<file path="src/rtl/mem_bus_arbiter_pkg.sv">
// mem_bus_arbiter_pkg
// Shared definitions for the memory bus arbiter:
//   - arb_state_t      : arbiter FSM state encoding
//   - BSEL_BUS_W       : byte-select width of the default 32-bit bus
//   - WAIT_MAX_DEFAULT : default access timeout, in cycles
package mem_bus_arbiter_pkg;

  typedef enum logic [1:0] {
    IDLE  = 2'd0,
    D_ACC = 2'd1,
    I_ACC = 2'd2
  } arb_state_t;

  localparam int BSEL_BUS_W       = 4;
  localparam int WAIT_MAX_DEFAULT = 15;

endpackage

</file>
<file path="src/rtl/mem_bus_timer.sv">
// mem_bus_timer
// Access timeout counter. It is held at zero while clear is high. Otherwise
// it counts up while inc is high and stops at WAIT_MAX, where expired is
// asserted.
// Ports:
//   clk     in   clock, rising edge
//   rst_n   in   synchronous active-low reset
//   clear   in   force the count to zero
//   inc     in   advance the count by one
//   expired out  count has reached WAIT_MAX
module mem_bus_timer #(
  parameter int WAIT_MAX = 15,
  parameter int CNT_W    = $clog2(WAIT_MAX + 1)
) (
  input  logic clk,
  input  logic rst_n,
  input  logic clear,
  input  logic inc,
  output logic expired
);

  logic [CNT_W-1:0] count;

  always_ff @(posedge clk) begin
    if (!rst_n) begin
      count <= '0;
    end else if (clear) begin
      count <= '0;
    end else if (inc && !expired) begin
      count <= count + CNT_W'(1);
    end
  end

  assign expired = (count == CNT_W'(WAIT_MAX));

endmodule

</file>
<file path="src/rtl/mem_bus_arbiter.sv">
// mem_bus_arbiter
// Lets instruction fetch and the mem_stage data port share one external
// memory bus. Data requests have priority over instruction requests. The
// block raises stall requests until each access is satisfied. When the
// owning stage is held at completion, the result is kept in a buffer until
// that stage advances. A timeout forces completion of any access that is
// never acknowledged.
// Ports:
//   cpu_clk_50M, cpu_rst_n   clock and synchronous active-low reset
//   ice, iaddr               instruction fetch request and address
//   inst_o, stallreq_if      fetched word and fetch stall request
//   if_stall                 IF stage held this cycle
//   dce, daddr, we, din      data request, address, byte write enables, store data
//   dm_o, stallreq_mem       load word and data stall request
//   mem_stall                MEM stage held this cycle
//   flush                    exception flush
//   bus_req/wr/addr/be/wdata outgoing bus access (registered)
//   bus_ack, bus_rdata       bus completion and read data
//   bus_err                  one-cycle pulse when an access times out
module mem_bus_arbiter
  import mem_bus_arbiter_pkg::*;
#(
  parameter int ADDR_W   = 32,
  parameter int DATA_W   = BSEL_BUS_W * 8,
  parameter int WAIT_MAX = WAIT_MAX_DEFAULT
) (
  input  logic                  cpu_clk_50M,
  input  logic                  cpu_rst_n,
  input  logic                  ice,
  input  logic [ADDR_W-1:0]     iaddr,
  output logic [DATA_W-1:0]     inst_o,
  output logic                  stallreq_if,
  input  logic                  if_stall,
  input  logic                  dce,
  input  logic [ADDR_W-1:0]     daddr,
  input  logic [DATA_W/8-1:0]   we,
  input  logic [DATA_W-1:0]     din,
  output logic [DATA_W-1:0]     dm_o,
  output logic                  stallreq_mem,
  input  logic                  mem_stall,
  input  logic                  flush,
  output logic                  bus_req,
  output logic                  bus_wr,
  output logic [ADDR_W-1:0]     bus_addr,
  output logic [DATA_W/8-1:0]   bus_be,
  output logic [DATA_W-1:0]     bus_wdata,
  input  logic                  bus_ack,
  input  logic [DATA_W-1:0]     bus_rdata,
  output logic                  bus_err
);

  arb_state_t        state;
  logic [DATA_W-1:0] d_buf, i_buf;
  logic              d_buf_valid, i_buf_valid;
  logic              drop_d, drop_i;
  logic              in_acc, expired, timeout, done, d_done, i_done;
  logic [DATA_W-1:0] rdata_eff;

  assign in_acc = (state != IDLE);

  // The counter stays at zero in IDLE, so every access starts counting from
  // zero. A timeout fires in the cycle where the count equals WAIT_MAX.
  mem_bus_timer #(.WAIT_MAX(WAIT_MAX)) u_timer (
    .clk     (cpu_clk_50M),
    .rst_n   (cpu_rst_n),
    .clear   (!in_acc),
    .inc     (in_acc),
    .expired (expired)
  );

  // A real ack wins over a timeout that lands in the same cycle. A timed-out
  // access completes like an ack, but its read data is forced to zero.
  assign timeout   = in_acc && expired && !bus_ack;
  assign done      = in_acc && (bus_ack || expired);
  assign d_done    = (state == D_ACC) && done;
  assign i_done    = (state == I_ACC) && done;
  assign rdata_eff = timeout ? '0 : bus_rdata;
  assign bus_err   = timeout;

  assign stallreq_mem = dce && !d_buf_valid && !d_done;
  assign stallreq_if  = ice && !i_buf_valid && !i_done;
  assign dm_o         = d_buf_valid ? d_buf : rdata_eff;
  assign inst_o       = i_buf_valid ? i_buf : rdata_eff;

  always_ff @(posedge cpu_clk_50M) begin
    if (!cpu_rst_n) begin
      state       <= IDLE;
      bus_req     <= 1'b0;
      bus_wr      <= 1'b0;
      bus_addr    <= '0;
      bus_be      <= '0;
      bus_wdata   <= '0;
      d_buf       <= '0;
      i_buf       <= '0;
      d_buf_valid <= 1'b0;
      i_buf_valid <= 1'b0;
      drop_d      <= 1'b0;
      drop_i      <= 1'b0;
    end else begin
      // A buffered result is consumed on the first cycle its stage advances.
      // A flush discards it.
      if (flush || !mem_stall) d_buf_valid <= 1'b0;
      if (flush || !if_stall)  i_buf_valid <= 1'b0;

      case (state)
        IDLE: begin
          if (dce && !d_buf_valid && !flush) begin
            state     <= D_ACC;
            bus_req   <= 1'b1;
            bus_wr    <= |we;
            bus_addr  <= daddr;
            bus_be    <= (|we) ? we : '1;
            bus_wdata <= din;
          end else if (ice && !i_buf_valid && !flush) begin
            state     <= I_ACC;
            bus_req   <= 1'b1;
            bus_wr    <= 1'b0;
            bus_addr  <= iaddr;
            bus_be    <= '1;
            bus_wdata <= '0;
          end
        end

        // An access that is flushed still runs to completion on the bus,
        // so a store is never left half-issued. Its result is then dropped.
        D_ACC: begin
          if (done) begin
            state   <= IDLE;
            bus_req <= 1'b0;
            bus_wr  <= 1'b0;
            drop_d  <= 1'b0;
            // A completed store also marks the buffer valid, so the held
            // stage does not issue the store a second time.
            if (!drop_d && !flush && mem_stall) begin
              d_buf_valid <= 1'b1;
              if (!bus_wr) d_buf <= rdata_eff;
            end
          end else if (flush) begin
            drop_d <= 1'b1;
          end
        end

        I_ACC: begin
          if (done) begin
            state   <= IDLE;
            bus_req <= 1'b0;
            drop_i  <= 1'b0;
            if (!drop_i && !flush && if_stall) begin
              i_buf_valid <= 1'b1;
              i_buf       <= rdata_eff;
            end
          end else if (flush) begin
            drop_i <= 1'b1;
          end
        end

        default: begin
          state   <= IDLE;
          bus_req <= 1'b0;
          bus_wr  <= 1'b0;
        end
      endcase
    end
  end

endmodule
</file>
<file path="config.mk">
export PLATFORM = sky130hd
export DESIGN_NAME = mem_bus_arbiter
export DESIGN_NICKNAME = d
export VERILOG_FILES = /design/src/rtl/mem_bus_arbiter_pkg.sv /design/src/rtl/mem_bus_timer.sv /design/src/rtl/mem_bus_arbiter.sv
export SDC_FILE = /design/constraint.sdc
export NUM_CORES = 1
export LEC_CHECK = 0
export BUFFER_PORTS_ARGS = -buffer_cell sky130_fd_sc_hd__buf_2
export CORE_MARGIN = 10
export CORE_UTILIZATION = 39
export CTS_CLUSTER_DIAMETER = 100
export DETAILED_ROUTE_END_ITERATION = 7
export PLACE_DENSITY_LB_ADDON = 0.2
export RECOVER_POWER = 25
export SYNTH_ARGS = -nofsm -noshare
export SYNTH_HDL_FRONTEND = slang
export SYNTH_SLANG_ARGS = --single-unit
</file>
<file path="constraint.sdc">
create_clock -name cpu_clk_50M -period 4.77 [get_ports cpu_clk_50M]
set_clock_uncertainty 0.15 [all_clocks]
set_input_delay 0.2385 -clock cpu_clk_50M [delete_from_list [all_inputs] [get_ports cpu_clk_50M]]
set_output_delay 0.2385 -clock cpu_clk_50M [all_outputs]
set_load 0.1 [all_outputs]
</file>
==> impl_metrics.toml <==
[synth]
synth_seq_area_share = 0.4625
yosys_register_bits = 144
synthesized_instance_count = 811
syn-num-nets = 955
synth_warnings = 0
post_synth.cell_area_avg_sq_um = 7.686
synth.lib_cells_used.distinct = 37
post_synth_instance_area_sq_um = 6233

[worst_setup_path]
reg2reg_from = "d_buf_valid"
worst-path-buf-inv = 3
crit_arrival_ns = 3.03
timing.critical_path.fanout_max = 47
chain_of_cells_forming_the_critical_path = "inv_1 > ha_1 > or3_2 > buf_4 > nand2_1 > o21ai_0 > buf_2"
critPathKind = "register to output port"
max_stage_delay_ns = 0.74
endpoint_kind = "output port"
critical_path_launch_point_type = "register"
setup.worst_path.start = "state[0]"
cp_top_family = "buffers and inverters"
critical_path_required_ns = 4.38
worst_path_max_delay_cell = "or3_2"

[layout]
layout_commonest_cell = "buf_2"
n_fill_cell = 1487
most-common-layout-cells = "buf_2, o21ai_0, dfxtp_1, dlygate4sd3_1, nand2_1"
design.final.nets = 1316
post_route_cells_drive_above_1_share = 0.2203
areaGrowthSynthToFinish_pct = 52.51

[status]
status = "finished, final reports clean"

[grt]
first_global_vias = 7074
grt_overflow = 0
grt_usage = 0.2044
grt_first_pass_wirelength_mm = 36.66
grt_antenna_before_repair = 3
grt_max_degree = 99

[cts]
cts-buffers-inserted = 17
worstSkewPairLatency_ns = 0.41
cts_hold_repair.buffers = 134
clockRootBuffer = "clkbuf_16"
tritoncts = "yes"
htree_num_levels = 4
clk_transition_reported_paths_ns = 0.06
cts.repair_timing.setup_buffer_count = 0
clock_sinks = 144
ctsLongestPathBuffers = 2
post_cts_resized = 0

[pwr]
power.combinational.fraction = 0.310
p_switching_mw = 1.481
irDropWorstVdd_uv = 231.7
p_int_mw = 2.330
pwr-share-clk = 0.348
share_seq_of_total_power = 0.342
p_sw_frac = 0.3886
power.density_cell_area_nw_per_um2 = 400.9
leakage_power_nw = 3.896

[placed_design]
detailedPlace.worstSlack_ns = 1.757
globalplace.congestion = 0.7733
detailed_place_hpwl_mm = 14.60
numPortBuffers = 276

[sta]
slew_violations = 0
report.final.setup_viol = 0
min_period_over_period = 0.7170
report.final.hold_viol_count = 0
rsz0062_at_grt = "false"
timing.final.ws_setup_ns = 1.350
fmax_mhz = 292.4
slew_headroom = 0.1429
tns_ns = 0
worstMarginPinSlew_ns = 1.291
period_minus_slack_ns = 3.420

[floorplan]
core.rowCount = 46
number_of_placed_i_o_pins = 277
die_height_microns = 146.4
floorplan.initialDensity = 0.3953
die-area_sq_um = 21440
core_area_sq_um = 15770
die_x_microns = 146.4

[route]
detail_route.vias_per_cell = 5.082
avgRoutedWirePerCell_microns = 16.21
remaining_drc_errors = 0
ant_nets = 0
detail_route.wirelength_mm = 22.73
total_vias_in_the_final_route = 7125
drt-initial-drc-count = 465
drt-pass1-iter-count = 5

[hold_path]
min_path_type = "input port to register"
hp-start = "bus_ack"

[flow_run]
max-cap-violations = 0
-- worst min-delay path, cell delays in order --
cell	delay [ns]
buf_2	0.10
a31oi_1	0.08
o211ai_1	0.19
a31oi_1	0.08
-- worst paths after layout --
check | cells past startpoint | end | slack (ns)
worst min register to register | 2 | d_buf[16] | 0.31
worst max-delay path | 7 | inst_o[27] | 1.35
worst min-delay path | 4 | bus_req | 0.18
worst max register to register | 7 | bus_addr[8] | 1.57
-- per-stage QoR --
step,power (mW),area [sq um],std cells,hold slack (ns),utilization
detailed placement,2.406,7651,1235,0.3068,0.4852
finish,3.811,9507,1402,0.1823,0.6028
floorplan,2.203,6233,811,0.2315,-
global placement,2.403,7651,1235,0.3003,0.4852
CTS,3.848,9589,1401,0.1418,0.6081
global route,3.959,9507,1402,0.2073,0.6028
-- cells in the mapped netlist --
cell | number | area [sq um]
nor2_1 | 76 | 285.3
inv_1 | 6 | 22.52
a31oi_1 | 5 | 31.28
or4_1 | 1 | 7.510
a211oi_1 | 2 | 15.01
or3_1 | 1 | 6.260
mux2i_1 | 1 | 10.01
o211ai_1 | 2 | 15.01
o21ai_0 | 161 | 805.8
a22oi_1 | 32 | 240.2
nor3_1 | 1 | 5.000
a311oi_1 | 32 | 280.3
buf_2 | 18 | 90.09
dfxtp_1 | 144 | 2883
nand2_1 | 131 | 491.7
nand2b_1 | 5 | 31.28
a21o_1 | 2 | 15.01
o41ai_2 | 1 | 16.27
nand3_1 | 102 | 510.5
nor4b_1 | 1 | 8.760
a211oi_4 | 1 | 20.02
a211o_1 | 1 | 8.760
a221oi_1 | 1 | 8.760
clkbuf_1 | 47 | 176.4
xnor2_1 | 1 | 8.760
a21oi_1 | 5 | 25.02
nand4_1 | 2 | 12.51
o22ai_1 | 4 | 25.02
buf_4 | 5 | 37.54
or2_2 | 1 | 6.260
o21ai_1 | 1 | 5.000
nor3b_1 | 2 | 15.01
nor4bb_1 | 1 | 10.01
buf_1 | 9 | 33.78
ha_1 | 4 | 50.05
o2111a_1 | 1 | 11.26
a31o_2 | 1 | 8.760
-- area by class of cell --
| type | count | area [sq um] | area share |
|---|---|---|---|
| Antenna cell | 1 | 2.502 | 0.0002632 |
| Clock buffer | 18 | 439.2 | 0.04620 |
| Clock inverter | 14 | 157.7 | 0.01658 |
| Inverter | 6 | 22.52 | 0.002369 |
| Multi-Input combinational cell | 582 | 3009 | 0.3165 |
| Sequential cell | 144 | 2885 | 0.3035 |
| Tap cell | 216 | 270.3 | 0.02843 |
| Timing Repair Buffer | 421 | 2720 | 0.2861 |
-- cell families after synthesis --
| group | synth area share |
|---|---|
| buffers and inverters | 0.05781 |
| adder cells (fa/ha/maj) | 0.008029 |
| AND/OR/NAND/NOR | 0.2230 |
| flip-flops | 0.4625 |
| AO/OA/AOI/OAI | 0.2457 |
| XOR/XNOR | 0.001405 |
| multiplexers | 0.001606 |
-- layer usage --
layer | up-vias | global-route usage | part of all wire
li1 | 3580 | - | -
met1 | 3215 | 0.2378 | 0.42
met2 | 290 | 0.3326 | 0.47
met3 | 36 | 0.08869 | 0.093
met4 | 4 | 0.06256 | 0.018
met5 | - | 0 | 0.0012
-- sequential cells by signal, summed over array words and instances (netlist names) --
signal         flops
u_timer.count      4
bus_be             4
bus_wr             1
drop_i             1
d_buf_valid        1
i_buf             32
bus_addr          32
i_buf_valid        1
bus_req            1
d_buf             32
state              2
drop_d             1
bus_wdata         32
-- power groups by stage --
stage	logic, mW	registers (mW)	clock network [mW]
6_report	1.18	1.31	1.33
5_1_grt	1.24	1.31	1.40
3_5_place_dp	1.08	1.33	0
3_3_place_gp	1.08	1.33	0
2_1_floorplan	0.462	1.74	0
4_1_cts	1.19	1.30	1.36
Power figures use the tool's default switching activity.
